==> src/rtl/trig_lut_pipe_if.sv <==
// trig_lut_pipe_if: request/result stream bundle for trig_lut_pipe.
//   in_valid/in_ready/in_angle/in_tag      : request channel (master drives valid/angle/tag)
//   out_valid/out_ready/out_sin/out_cos/out_tag : result channel (master drives out_ready)
// Both channels use valid/ready: a transfer happens on the clock edge where
// valid && ready are both high; the sender holds its payload until then.
// Parameters must match the trig_lut_pipe instance this bundle connects to.
interface trig_lut_pipe_if #(
  parameter int ANGLE_W = 9,
  parameter int TAG_W   = 4,
  parameter int OUT_W   = 18
);
  logic                    in_valid;
  logic                    in_ready;
  logic [ANGLE_W-1:0]      in_angle;
  logic [TAG_W-1:0]        in_tag;
  logic                    out_valid;
  logic                    out_ready;
  logic signed [OUT_W-1:0] out_sin;
  logic signed [OUT_W-1:0] out_cos;
  logic [TAG_W-1:0]        out_tag;

  modport master (
    output in_valid, in_angle, in_tag, out_ready,
    input  in_ready, out_valid, out_sin, out_cos, out_tag
  );

  modport slave (
    input  in_valid, in_angle, in_tag, out_ready,
    output in_ready, out_valid, out_sin, out_cos, out_tag
  );
endinterface

==> src/rtl/trig_lut_pipe.sv <==
// trig_lut_pipe: three-stage pipelined sin/cos of an integer-degree angle.
//   Clk   : system clock
//   Reset : synchronous, active-high; clears all stage valids and the outputs
//   bus   : trig_lut_pipe_if.slave
//           request  in_valid/in_ready/in_angle/in_tag
//           result   out_valid/out_ready/out_sin/out_cos/out_tag
// Outputs are signed value * 2**FRAC_W, taken from a 91-entry quarter-wave
// table T[i] = round(65536*sin(i deg)) with quadrant folding.
//
// Handshake: the pipe moves as one unit. adv = !out_valid || out_ready.
// in_ready = adv, so a request is taken on any edge where the output register
// is empty or being consumed. When adv=0 every register holds, which keeps the
// results stable and in acceptance order; bubbles are not squeezed out.
module trig_lut_pipe #(
  parameter int ANGLE_W = 9,
  parameter int FRAC_W  = 16,
  parameter int OUT_W   = 18,
  parameter int TAG_W   = 4
) (
  input logic           Clk,
  input logic           Reset,
  trig_lut_pipe_if.slave bus
);

  // pi * 2**60 (hex digits of pi), used only to build the table at elaboration.
  localparam logic [127:0] PI_Q60 = 128'h3243F6A8885A308D;

  // Taylor series in Q60 fixed point; error is far below the rounding step.
  function automatic logic [16:0] sin_q16(input int deg);
    logic [127:0] x, x2, term, sum;
    x    = (128'(deg) * PI_Q60) / 128'd180;
    x2   = (x * x) >> 60;
    term = x;
    sum  = x;
    for (int k = 1; k <= 12; k++) begin
      term = ((term * x2) >> 60) / 128'(2 * k * (2 * k + 1));
      if (k[0]) sum = sum - term;
      else      sum = sum + term;
    end
    sum = (sum * 128'd65536 + (128'd1 << 59)) >> 60;
    return sum[16:0];
  endfunction

  logic [16:0] tbl [0:90];
  for (genvar g = 0; g <= 90; g++) begin : g_tbl
    localparam logic [16:0] TVAL = sin_q16(g);
    assign tbl[g] = TVAL;
  end

  // Round half up into FRAC_W bits; the sum never exceeds 17 bits.
  localparam int SH  = 16 - FRAC_W;
  localparam int RND = (FRAC_W >= 16) ? 0 : (1 << (15 - FRAC_W));

  function automatic logic [OUT_W-1:0] signed_out(input logic [16:0] mag,
                                                  input logic neg);
    logic [16:0]      scaled;
    logic [OUT_W-1:0] v;
    scaled = (mag + 17'(RND)) >> SH;
    v      = OUT_W'(scaled);
    return neg ? -v : v;
  endfunction

  logic adv;

  // stage 1: reduced angle folded into table indices and signs
  logic             s1_valid;
  logic [6:0]       s1_sidx, s1_cidx;
  logic             s1_sneg, s1_cneg;
  logic [TAG_W-1:0] s1_tag;

  // stage 2: table magnitudes
  logic             s2_valid;
  logic [16:0]      s2_smag, s2_cmag;
  logic             s2_sneg, s2_cneg;
  logic [TAG_W-1:0] s2_tag;

  // stage 3: output register
  logic                    o_valid;
  logic signed [OUT_W-1:0] o_sin, o_cos;
  logic [TAG_W-1:0]        o_tag;

  logic [9:0] a_ext, r;
  logic [6:0] sidx_d, cidx_d;
  logic       sneg_d, cneg_d;

  // Indices are always 0..90, so the low 7 bits of each 10-bit difference
  // are exact.
  always_comb begin
    a_ext = 10'(bus.in_angle);
    if (a_ext >= 10'd720)      r = a_ext - 10'd720;
    else if (a_ext >= 10'd360) r = a_ext - 10'd360;
    else                       r = a_ext;
    sidx_d = 7'(r);
    cidx_d = 7'(10'd90 - r);
    sneg_d = 1'b0;
    cneg_d = 1'b0;
    if (r <= 10'd90) begin
      sidx_d = 7'(r);
      cidx_d = 7'(10'd90 - r);
    end else if (r <= 10'd180) begin
      sidx_d = 7'(10'd180 - r);
      cidx_d = 7'(r - 10'd90);
      cneg_d = 1'b1;
    end else if (r <= 10'd270) begin
      sidx_d = 7'(r - 10'd180);
      cidx_d = 7'(10'd270 - r);
      sneg_d = 1'b1;
      cneg_d = 1'b1;
    end else begin
      sidx_d = 7'(10'd360 - r);
      cidx_d = 7'(r - 10'd270);
      sneg_d = 1'b1;
    end
  end

  assign adv          = !o_valid || bus.out_ready;
  assign bus.in_ready = adv;

  always_ff @(posedge Clk) begin
    if (Reset) begin
      s1_valid <= 1'b0;
      s1_sidx  <= '0;
      s1_cidx  <= '0;
      s1_sneg  <= 1'b0;
      s1_cneg  <= 1'b0;
      s1_tag   <= '0;
      s2_valid <= 1'b0;
      s2_smag  <= '0;
      s2_cmag  <= '0;
      s2_sneg  <= 1'b0;
      s2_cneg  <= 1'b0;
      s2_tag   <= '0;
      o_valid  <= 1'b0;
      o_sin    <= '0;
      o_cos    <= '0;
      o_tag    <= '0;
    end else if (adv) begin
      s1_valid <= bus.in_valid;
      if (bus.in_valid) begin
        s1_sidx <= sidx_d;
        s1_cidx <= cidx_d;
        s1_sneg <= sneg_d;
        s1_cneg <= cneg_d;
        s1_tag  <= bus.in_tag;
      end
      s2_valid <= s1_valid;
      s2_smag  <= tbl[s1_sidx];
      s2_cmag  <= tbl[s1_cidx];
      s2_sneg  <= s1_sneg;
      s2_cneg  <= s1_cneg;
      s2_tag   <= s1_tag;
      o_valid  <= s2_valid;
      // Last result is kept on the outputs while bubbles pass.
      if (s2_valid) begin
        o_sin <= signed_out(s2_smag, s2_sneg);
        o_cos <= signed_out(s2_cmag, s2_cneg);
        o_tag <= s2_tag;
      end
    end
  end

  assign bus.out_valid = o_valid;
  assign bus.out_sin   = o_sin;
  assign bus.out_cos   = o_cos;
  assign bus.out_tag   = o_tag;

endmodule

==> src/flat_wrapper.sv <==
// flat-port wrapper written by rule: the top's interface ports become plain ports
module trig_lut_pipe_flat 
#(
  parameter int ANGLE_W = 9,
  parameter int FRAC_W  = 16,
  parameter int OUT_W   = 18,
  parameter int TAG_W   = 4
)
  (Clk, Reset, bus_in_valid, bus_in_angle, bus_in_tag, bus_out_ready, bus_in_ready, bus_out_valid, bus_out_sin, bus_out_cos, bus_out_tag);
  trig_lut_pipe_if #(.ANGLE_W(ANGLE_W), .TAG_W(TAG_W), .OUT_W(OUT_W)) bus_i ();
  input logic Clk;
  input logic Reset;
  input wire logic [$bits(bus_i.in_valid)-1:0] bus_in_valid;
  input wire logic [$bits(bus_i.in_angle)-1:0] bus_in_angle;
  input wire logic [$bits(bus_i.in_tag)-1:0] bus_in_tag;
  input wire logic [$bits(bus_i.out_ready)-1:0] bus_out_ready;
  output wire logic [$bits(bus_i.in_ready)-1:0] bus_in_ready;
  output wire logic [$bits(bus_i.out_valid)-1:0] bus_out_valid;
  output wire logic [$bits(bus_i.out_sin)-1:0] bus_out_sin;
  output wire logic [$bits(bus_i.out_cos)-1:0] bus_out_cos;
  output wire logic [$bits(bus_i.out_tag)-1:0] bus_out_tag;
  assign bus_i.in_valid = bus_in_valid;
  assign bus_i.in_angle = bus_in_angle;
  assign bus_i.in_tag = bus_in_tag;
  assign bus_i.out_ready = bus_out_ready;
  assign bus_in_ready = bus_i.in_ready;
  assign bus_out_valid = bus_i.out_valid;
  assign bus_out_sin = bus_i.out_sin;
  assign bus_out_cos = bus_i.out_cos;
  assign bus_out_tag = bus_i.out_tag;
  trig_lut_pipe #(.ANGLE_W(ANGLE_W), .FRAC_W(FRAC_W), .OUT_W(OUT_W), .TAG_W(TAG_W)) u_core (.Clk(Clk), .Reset(Reset), .bus(bus_i));
endmodule
==> config.mk <==
export PLATFORM = sky130hd
export DESIGN_NAME = trig_lut_pipe_flat
export DESIGN_NICKNAME = d
export VERILOG_FILES = /design/src/rtl/trig_lut_pipe_if.sv /design/src/rtl/trig_lut_pipe.sv /design/src/flat_wrapper.sv
export SDC_FILE = /design/constraint.sdc
export NUM_CORES = 1
export LEC_CHECK = 0
export ABC_AREA = 1
export ABC_CLOCK_PERIOD_IN_PS = 4000
export CELL_PAD_IN_SITES_DETAIL_PLACEMENT = 1
export CELL_PAD_IN_SITES_GLOBAL_PLACEMENT = 1
export CORE_UTILIZATION = 43
export DETAILED_ROUTE_END_ITERATION = 10
export PLACE_DENSITY = 0.92
export SYNTH_ARGS = -nofsm -noshare
export SYNTH_HDL_FRONTEND = slang
export SYNTH_SLANG_ARGS = --single-unit
==> constraint.sdc <==
create_clock -name Clk -period 4 [get_ports Clk]
set_input_delay 1 -clock Clk [delete_from_list [all_inputs] [get_ports Clk]]
set_output_delay 1 -clock Clk [all_outputs]
set_load 0.01 [all_outputs]
==> summary.md <==
| Metric | Value |
|---|---|
| Critical path start-end classification | `in2reg` |
| Post-synthesis instance area | `slightly below 9000 um2` |
| Ys async rst share | `0` |
| Worst hold path cell count | `2` |
| Final routed wirelength across all metal layers | `a little over 40 mm` |
| Number of antenna-violating nets in the routed design | `0` |
| Clock Pin Slew Worst Setup and Hold Paths | `roughly 0.07 ns` |
| Net count after synthesis | `around 1.5k` |
| Final layout net count | `1543` |
| Highest-utilization routing layer at the global route stage | `met2` |
| Mean instance size in the synthesized netlist | `~6.1 um2` |
| Outcome | `finished clean` |
| Worst path required time | `between 4 and 5 ns` |
| Gate count after technology mapping | `1458` |
| Initial cell density of the core | `0.439` |
| DPL Wire Length | `~28 mm` |
| Number of gates given a new drive strength after cts | `0` |
| Relative max-transition margin | `0.488` |
| Highest achievable clock rate | `approximately 270 MHz` |
| Count of hold-fix buffers inserted at cts | `0` |
| Area post-placement | `between 9000 and 10000 um2` |
| Max Cap Violations | `0` |
| Core Footprint | `slightly above 20000 um2` |
| Standard-cell row count | `52` |
| Number of antenna violations at the first check in global routing | `0` |
| Area Overhead vs Synth | `14.5%` |
| Met3 track demand over resource | `0.0668` |
| #FFs+latches synth | `between 100 and 150` |
| Met1 capacity usage during global routing | `0.464` |
| Clock Tree Buf Depth | `2` |
| Arrival time of data at the critical path endpoint | `3.98 ns` |
| Number of clock sinks | `slightly above 100` |
| Grt total ovfl | `0` |
| Total number of H-tree levels | `3` |
| Total count of max-transition violations in the final report | `0` |
| Via count of the routed design | `about 11k` |
| GR met2 Demand/Resource | `0.660` |
| Hold violation count in the final report | `0` |
| Post CTS Setup Buffer Count | `0` |
| Port Buf Inserts | `just under 60` |
| CTS buffer count | `9` |
| Design Power | `between 4 and 5 mW` |
| Via count of the first global-routing pass | `between 10k and 15k` |
| Setup repair after global routing missed its margin | `false` |
| Depth of the worst register-to-register path | `12` |
| Initial DRC count | `around 1.2k` |
| Antenna diode count | `0` |
| Drt via density | `~6.4` |
| Clk Tree Root Cell | `sky130_fd_sc_hd__clkbuf_16` |
| Period Utilization, post-route | `0.937` |
| Proportion of synthesized chip area in sequential cells | `0.230` |
| Tot GR Track Use | `0.389` |
| Capturing element type of the critical path | `register` |
| Leading register cell type out of synthesis | `sky130_fd_sc_hd__dfxtp_1` |
| TritonCTS clock tree | `yes` |
| Yosys warns | `0` |
| Startpoint type of the worst setup path | `primary input` |
| I/O pin total | `59` |
| Slew at the pin with the worst max-slew slack | `0.759 ns` |
| Total non-filler cell area in the finished layout | `between 10000 and 15000 um2` |
| Horizontal die dimension | `about 150 um` |
| Filler cell count in the final layout | `roughly 2.8k` |
| Class of the worst hold path | `reg2reg` |
| Number of library cell types mapped by synthesis | `between 50 and 60` |
| Final count of negative-setup-slack endpoints | `0` |
| Die footprint | `about 21000 um2` |
| Largest net degree at the start of global routing | `73` |
| Wire length of the first global-routing pass | `between 60 and 70 mm` |
| IR drop worst, VDD | `between 0.2 and 0.3 mV` |
| Minimum period implied by the final worst setup slack | `roughly 3.7 ns` |
| Power density over the cells | `roughly 430 nW/um2` |
| Weighted congestion at the end of routability-driven global placement | `just over 1` |
| Critical-path maximum fanout | `8` |
| Number of iterations in the first detailed-routing pass | `5` |
| Fraction of final layout cells sized beyond drive strength 1 | `0.0597` |
| Post-detailed-route wirelength per cell | `between 20 and 25 um` |
| Leakage dissipation | `4.57 nW` |
| Final worst clock skew | `approximately 0.012 ns` |
| Y dimension of the die | `approximately 150 um` |
| Number of enable-type register cells in the synthesized netlist | `0` |
| Clock latency on the worst-skew pair | `approximately 0.36 ns` |
| DRC violations left | `0` |
synthesized netlist by cell type (all sizes together), types with 3 or more instances:
cell type / count / area [um2]
a221oi: 9 / 78.8
o211ai: 20 / 150
o21ai: 164 / 821
o311ai: 7 / 61.3
a211oi: 6 / 45.0
buf: 18 / 100
o22ai: 5 / 31.3
nor2: 167 / 637
nor3: 22 / 110
a22oi: 4 / 30.0
dfxtp: 102 / 2040
clkinv: 4 / 15.0
inv: 156 / 588
o2111ai: 4 / 35.0
a31oi: 27 / 169
a21oi: 136 / 688
o31ai: 12 / 90.1
clkbuf: 68 / 255
xnor2: 8 / 70.1
nand4: 17 / 106
nand2: 306 / 1180
xor2: 26 / 228
o32ai: 4 / 35.0
a311oi: 3 / 26.3
ha: 41 / 513
o221ai: 20 / 175
nand3: 86 / 470
path summary, 6_finish.rpt:
check                                 start                                   to  slack [ns]
max                         bus_in_angle[0]       u_core.s1_sidx[5]$_SDFFE_PP0P_        0.25
min           u_core.s1_tag[2]$_SDFFE_PP0P_        u_core.s1_tag[2]$_SDFFE_PP0P_        0.49
max reg2reg  u_core.s2_cmag[1]$_SDFFE_PP0N_  u_core.bus.out_cos[15]$_SDFFE_PP0P_        1.20
min reg2reg   u_core.s1_tag[2]$_SDFFE_PP0P_        u_core.s1_tag[2]$_SDFFE_PP0P_        0.49
critical path: stages:
cell,delay (ns)
sky130_fd_sc_hd__clkdlybuf4s50_1,0.47
sky130_fd_sc_hd__inv_1,0.06
sky130_fd_sc_hd__ha_1,0.21
sky130_fd_sc_hd__inv_1,0.09
sky130_fd_sc_hd__nor2_1,0.06
sky130_fd_sc_hd__nand2_2,0.13
sky130_fd_sc_hd__nand4_1,0.15
sky130_fd_sc_hd__nand2_1,0.13
sky130_fd_sc_hd__clkinv_1,0.11
sky130_fd_sc_hd__ha_1,0.24
sky130_fd_sc_hd__a21oi_1,0.19
sky130_fd_sc_hd__inv_1,0.10
sky130_fd_sc_hd__nand2_1,0.08
sky130_fd_sc_hd__nand2_1,0.08
sky130_fd_sc_hd__nand3_1,0.12
sky130_fd_sc_hd__nand2_2,0.15
sky130_fd_sc_hd__buf_4,0.21
sky130_fd_sc_hd__o21ai_0,0.17
sky130_fd_sc_hd__inv_1,0.07
sky130_fd_sc_hd__nand2_1,0.08
sky130_fd_sc_hd__a21oi_2,0.08
registers in the layout, summed over array words and instances, names as in the netlist, 6 cells and up:
name                cells
u_core.s1_sidx          6
u_core.s1_cidx          7
u_core.bus.out_sin     18
u_core.s2_smag         17
u_core.bus.out_cos     18
u_core.s2_cmag         17
power by group:
part           switching, mW  internal, mW  total (mW)
Clock                  0.420         0.695        1.12
Sequential             0.150          1.14        1.29
Combinational           1.34         0.594        1.93
Total                   1.91          2.43        4.34
per-layer routing:
metal,wire (um),vias to the layer above
met2,19800,628
li1,-,4987
met1,16000,5462
met5,0,-
met4,2460,0
met3,3080,199
cell families after synthesis:
logic type / after synthesis / synth area share
compound gates: 430 / 0.282
xor+xnor: 34 / 0.0335
fa+ha+maj: 41 / 0.0577
buf+inv: 246 / 0.108
flops: 102 / 0.230
simple gates: 605 / 0.289
final cells by class:
cell class,instances,area [um2],share of cell area
tap,270,338,0.0332
clock inverter,5,129,0.0127
timing repair buffer,102,911,0.0895
multi-input combinational,1110,5910,0.581
clock buffer,11,243,0.0238
sequential,102,2040,0.201
inverter,160,606,0.0595
stage by stage:
| step | utilization | setup WS [ns] | TNS [ns] | std cells | hold slack (ns) |
|---|---|---|---|---|---|
| detailed placement | 0.484 | -0.110 | -0.500 | 1744 | 0.469 |
| CTS | 0.502 | 0.105 | 0 | 1760 | 0.488 |
| floorplan | - | 0.496 | 0 | 1458 | 0.442 |
| global route | 0.503 | 0.0178 | 0 | 1760 | 0.518 |
| finish | 0.503 | 0.252 | 0 | 1760 | 0.486 |
| global placement | 0.484 | 0.104 | 0 | 1744 | 0.453 |
placed cells by master (no fill, tap or decap), types with 7 or more instances in the layout:
master                            instances
sky130_fd_sc_hd__nand2_1                297
sky130_fd_sc_hd__nor2_1                 163
sky130_fd_sc_hd__o21ai_0                162
sky130_fd_sc_hd__inv_1                  151
sky130_fd_sc_hd__a21oi_1                133
sky130_fd_sc_hd__dfxtp_1                102
sky130_fd_sc_hd__nand3_1                 81
sky130_fd_sc_hd__clkdlybuf4s50_1         58
sky130_fd_sc_hd__buf_4                   44
sky130_fd_sc_hd__ha_1                    41
sky130_fd_sc_hd__a31oi_1                 27
sky130_fd_sc_hd__xor2_1                  26
sky130_fd_sc_hd__nor3_1                  22
sky130_fd_sc_hd__o221ai_1                20
sky130_fd_sc_hd__o211ai_1                20
sky130_fd_sc_hd__nand4_1                 17
sky130_fd_sc_hd__o31ai_1                 12
sky130_fd_sc_hd__a221oi_1                 9
sky130_fd_sc_hd__clkbuf_16                9
sky130_fd_sc_hd__xnor2_1                  8
sky130_fd_sc_hd__o311ai_0                 7
Power figures use the tool's default switching activity.
